**config.mk**
```make
export PLATFORM = sky130hd
export DESIGN_NAME = serial_add_seq
export DESIGN_NICKNAME = d
export VERILOG_FILES = /design/src/rtl/serial_add_seq.sv
export SDC_FILE = /design/constraint.sdc
export NUM_CORES = 1
export LEC_CHECK = 0
export CAP_MARGIN = 40
export CORE_UTILIZATION = 55
export CTS_CLUSTER_SIZE = 30
export DETAILED_ROUTE_END_ITERATION = 10
export PLACE_DENSITY_LB_ADDON = 0.25
export SYNTH_ARGS = -nofsm -noshare
export SYNTH_HDL_FRONTEND = slang
export SYNTH_SLANG_ARGS = --single-unit
```
**constraint.sdc**
```tcl
create_clock -name clk -period 3.5 [get_ports clk]
set_input_delay 0.7 -clock clk [delete_from_list [all_inputs] [get_ports clk]]
set_output_delay 0.7 -clock clk [all_outputs]
set_load 0.005 [all_outputs]
```
**src/rtl/serial_add_seq.sv**
```systemverilog
// Bit-serial adder: one full-adder slice plus a carry flop, LSB first.
// Latency: done pulses WIDTH edges after the accepted start; ready returns one cycle later.
// Backpressure: start is only sampled while ready=1; start in RUN/DONE is ignored.
module serial_add_seq #(
  parameter int WIDTH = 8
) (
  input  logic             clk,
  input  logic             rst,
  input  logic             start,
  input  logic [WIDTH-1:0] a,
  input  logic [WIDTH-1:0] b,
  input  logic             carry_in,
  output logic             ready,
  output logic             busy,
  output logic             done,
  output logic [WIDTH-1:0] sum,
  output logic             carry_out
);

  localparam int CW = $clog2(WIDTH);
  localparam logic [CW-1:0] LAST = CW'(WIDTH - 1);

  typedef enum logic [1:0] {
    IDLE = 2'd0,
    RUN  = 2'd1,
    DONE = 2'd2
  } state_t;

  state_t           state;
  logic [WIDTH-1:0] a_sh;
  logic [WIDTH-1:0] b_sh;
  // Holds the upper WIDTH-1 bits of the partial-sum shifter; the lowest
  // bit would fall off on the final shift, so it is never stored.
  logic [WIDTH-2:0] s_sh;
  logic             c_reg;
  logic [CW-1:0]    cnt;

  logic             s_bit;
  logic             co_bit;
  logic [WIDTH-1:0] s_next;

  // The single adder slice working on the current LSB pair.
  assign s_bit  = a_sh[0] ^ b_sh[0] ^ c_reg;
  assign co_bit = (a_sh[0] & b_sh[0]) | (a_sh[0] & c_reg) | (b_sh[0] & c_reg);
  // Partial sum after this edge's shift; on the last bit this is the full result.
  assign s_next = {s_bit, s_sh};

  // Status flags are pure decodes of the state register.
  assign ready = (state == IDLE);
  assign busy  = (state == RUN);
  assign done  = (state == DONE);

  // Control FSM plus datapath shifters, carry and result registers.
  always_ff @(posedge clk or posedge rst) begin
    if (rst) begin
      state     <= IDLE;
      a_sh      <= '0;
      b_sh      <= '0;
      s_sh      <= '0;
      c_reg     <= 1'b0;
      cnt       <= '0;
      sum       <= '0;
      carry_out <= 1'b0;
    end else begin
      case (state)
        IDLE: begin
          if (start) begin
            a_sh  <= a;
            b_sh  <= b;
            c_reg <= carry_in;
            cnt   <= '0;
            state <= RUN;
          end
        end
        RUN: begin
          a_sh  <= a_sh >> 1;
          b_sh  <= b_sh >> 1;
          s_sh  <= s_next[WIDTH-1:1];
          c_reg <= co_bit;
          cnt   <= cnt + CW'(1);
          if (cnt == LAST) begin
            sum       <= s_next;
            carry_out <= co_bit;
            state     <= DONE;
          end
        end
        DONE: begin
          state <= IDLE;
        end
        default: begin
          state <= IDLE;
        end
      endcase
    end
  end

endmodule

```
-- After elaboration in Yosys (flattened, before gate mapping)
Index checks and enable logic that the tools add are counted.
- word-level logic and storage cells: 37
- bits in latches: 0
- ROM bits: 0
- input bits: 20
- memory bits (writable): 0
- output and inout port bits: 12
- memories kept: 0
- register bits: 38
- $mul: 0
- reductions and logical operators: 5
- equality and inequality tests: 5
- multiplexer cells: 11
- order comparisons: 0
- shift operators: 0
- bitwise gates (word level): 7
- $add $sub $neg: 1
- divide/modulo/power cells: 0
- operators with widths (kind ; count):
    $pmux 8 s2 ; 2
    $mux 8 ; 2
    $pmux 3 s2 ; 1
    $reduce_and 2->1 ; 3
    $mux 2 ; 2
    $pmux 2 s2 ; 1
    $add 3x1->3 const B ; 1
    $and 1x1->1 ; 3
    $eq 3x3->1 const B ; 1
    $mux 3 ; 1
    $eq 2x1->1 const B ; 1
    $eq 2x2->1 const B ; 1
    $logic_not 2->1 ; 1
    $ne 2x1->1 const B ; 1
    $ne 2x2->1 const B ; 1
    $or 1x1->1 ; 2
    $pmux 1 s2 ; 1
    $reduce_bool 2->1 ; 1
    $xor 1x1->1 ; 2
    $mux 1 ; 1

-- Depth between registers and ports, before layout
- depth after elaboration: 4
- gate-level depth with buffers: 5
- gate-level depth less buffers: 4

-- Worst setup path after synthesis
No wires, ideal clock.
- kind: register to output
- from: register state[1]
- to: output port done
- data arrival time: 868 ps
- required time: 2800 ps
- setup slack: 1932 ps
- stages on the path, launching flop included: 4
- path buffers: 2
- cell sequence: dfrtp_1 buf_2 buf_4 nor2b_1
- cells in the longest elaborated chain, start to end: 1
- ends and longest elaborated chain (element ; RTL line ; RTL):
    start: declaration ; 29 ; state_t state;
    start signal: assignment ; 56 ; state <= IDLE;
    start signal: assignment ; 72 ; state <= RUN;
    start signal: assignment ; 84 ; state <= DONE;
    $eq 2x2->1 ; 51 ; assign done = (state == DONE);
    end: declaration ; 15 ; output logic done,
Every way passes these cells.

-- Worst setup path after layout
- from: register state[0]
- to: output port busy
- cells in the longest elaborated chain, start to end: 1
- ends and longest elaborated chain (element ; RTL line ; RTL):
    $eq 2x1->1 ; 50 ; assign busy = (state == RUN);
    end: declaration ; 14 ; output logic busy,
Every way passes these cells.

==> flow_summary.ini <==
[die]
placementRows = 19
initial_core_util_pct = 59.9
die_area_mm2 = 0.00331
ios = 32
fp.coreArea_mm2 = 0.00283
die_width_um = 57.5
die_y_um = 57.5

[cts]
worstSkewPairLatency_ps = 330
cts_hold_buf = 0
cts-htree-levels = 2
cts.reportedPaths.clkPinSlew_ps = 100
cts_root_buffer = clkbuf_4
numCtsBuffers = 5
tritoncts = done
clock_path_buffers = 2
postCtsResizedCells = 0
clock_sinks = 38
post_cts_buffers = 0

[logic_synthesis]
synthCells = 135
synth_nets = 158
synthAdderAreaFrac_pct = 2.66
ys_ff_latch = 38
async_reset_ff_share_pct = 100
muxShareOfSynthArea_pct = 11.3
netlist.area_leader.share_pct = 56.1
yosysTopAreaCell = dfrtp_1
synth_area_per_cell_um2 = 12.5
synth_top_family_by_area = simple AND/OR/NAND/NOR gates
yosysSeqAreaShare_pct = 56.1
synth_area_mm2 = 0.00169
synth-warning-count = 0
yosysMostFrequentCell = dfrtp_1
synth_edf_count = 0
synth-xor-area-share_pct = 0
ys.flop_type = dfrtp_1
synth_common_cells = dfrtp_1 (38), inv_1 (17), mux2_1 (9)
synth_compound_area_share_pct = 11.2
yosys.area_share.simple_pct = 11.5
synth.area.top_cells = dfrtp_1 (56%), mux2_1 (6.0%), mux2_2 (5.3%)
yosys.cell_types.count = 24

[worst_hold_path]
hold_path_depth = 1
hold_path.startpoint = sum[3]
min_path_type = reg2reg
min_to = sum[3]

[sta]
finalSetupViolations = 0
setup_tns_ps = 0
slew_headroom_pct = 45.6
rsz0062_at_grt = no
slew_viol_final = 0
timing_hold_violations_final = 0
finalCritPeriodShare_pct = 81.6
fin_skew_ps = 2.68
max_freq_mhz = 350
period_needed_ps = 2850
worst_pin_slew_ps = 815

[pwr]
power_w = 0.00166
p_leak_nw = 0.892
power.density_mw_per_mm2 = 805
ir_drop_v = 0.000445

[final_layout]
top_regs = a_sh (8), b_sh (8), sum (8)
fillers = 204
antenna_cells = 0
area_delta_synth_final_pct = 21.8
regArea_um2 = 951
layout.nets = 190
finish.utilization_pct = 72.9
multi_input_area_um2 = 622
drive_gt1_share_pct = 12.0
post-route-cell-area_mm2 = 0.00206

[worst_setup_path]
slowest_stage = dfrtp_1
slowest_delay_ps = 890
rrSetupSlack_ps = 1460
start_kind = flip-flop
rr_startpoint = state[0]
crit_type = reg2out
critical_path.max_fanout = 23
reg2regPathDepth = 2
cp_cell_sequence = nand2b_4 -> inv_2 -> clkdlybuf4s50_1
critical_path_arrival_ps = 2150
cp_top_family = flip-flops
crit_buf_inv = 2
r2r-end = sum[5]
cp.required_ps = 2800
end_kind = output pin

[global_routing]
grt_first_pass_wirelength_um = 5000
grt_pass1_vias = 1181
grt_usage_pct = 20.4
grt_overflow_total = 0
grt_max_degree = 39
antenna_found_initial = 0

[routing]
drc = 2
drt_iter0_markers = 44
finalWirelength_um = 3020
vias = 1159
drt_first_pass_iters = 8
drt-vias-per-instance = 5.88
final_antenna_net_count = 0
wl_per_cell_um = 15.3

[status]
outcome = finished, violations left
violations = design-rule violations

[placed_design]
gp_congestion = 0.722
dp_hpwl_um = 2080
placed_area_mm2 = 0.00201
io_buffers = 31

[run]
drv_cap = 0
==> logic make-up (layout without fill, tap and decap cells) <==
family	count (synthesis)	in the layout
DFF	38	38
and+or+nand+nor	29	29
buffers and inverters	27	58
AOI/OAI and AO/OA	21	21
muxes	17	17
adders and majority gates	3	3
==> layer usage <==
metal | GRT usage [%] | wire (µm) | vias up
met2 | 35.7 | 1540 | 31
met3 | 5.22 | 142 | 7
li1 | - | - | 544
met4 | 8.71 | 62 | 0
met1 | 23.5 | 1270 | 577
met5 | 0 | 0 | -
==> worst reg2reg max path: cells and delay by family, from the launching register on <==
family	cells	cell delay (ps)
flops	1	890
simple gates	1	560
mux	1	480
==> worst max path at each step <==
stage                   from   end  cells past startpoint
finish              state[0]  busy                      3
global route        state[0]  busy                      3
CTS                 state[0]  busy                      3
detailed placement  state[0]  busy                      3
global placement    state[0]  busy                      3
floorplan           state[1]  done                      3
==> stage by stage <==
step | worst slack, ps | std cells | hold WS, ps
6_report | 646 | 197 | 497
5_1_grt | 543 | 197 | 529
4_1_cts | 651 | 197 | 507
3_5_place_dp | 1030 | 191 | 484
3_3_place_gp | 1110 | 191 | 466
2_1_floorplan | 1930 | 135 | 454
==> layout by cell type (no fill, tap or decap), types with 3 or more instances in the layout <==
cell | netlist | final
nor2b_1 | 8 | 8
nor2_1 | 8 | 8
mux2_2 | 8 | 8
a221oi_1 | 8 | 8
mux2_1 | 9 | 9
clkdlybuf4s50_1 | 0 | 31
buf_4 | 2 | 3
a222oi_1 | 7 | 7
dfrtp_1 | 38 | 38
inv_1 | 17 | 17
clkbuf_4 | 0 | 5
nor4b_1 | 8 | 8
==> power breakdown <==
group / switching (W) / internal, W / leakage, nW
combinational: 0.000264 / 0.000384 / 0.426
clock: 0.000128 / 0.0000906 / 0.0302
sequential: 0.000148 / 0.000646 / 0.437
==> cell type report <==
cell class / count / area share, %
repair buffers: 34 / 16.1
flip-flops and latches: 38 / 46.1
multi-input cells: 70 / 30.1
clock buffers: 6 / 2.49
inverters: 18 / 3.27
well taps: 31 / 1.88
(Power assumes the default switching activity.)
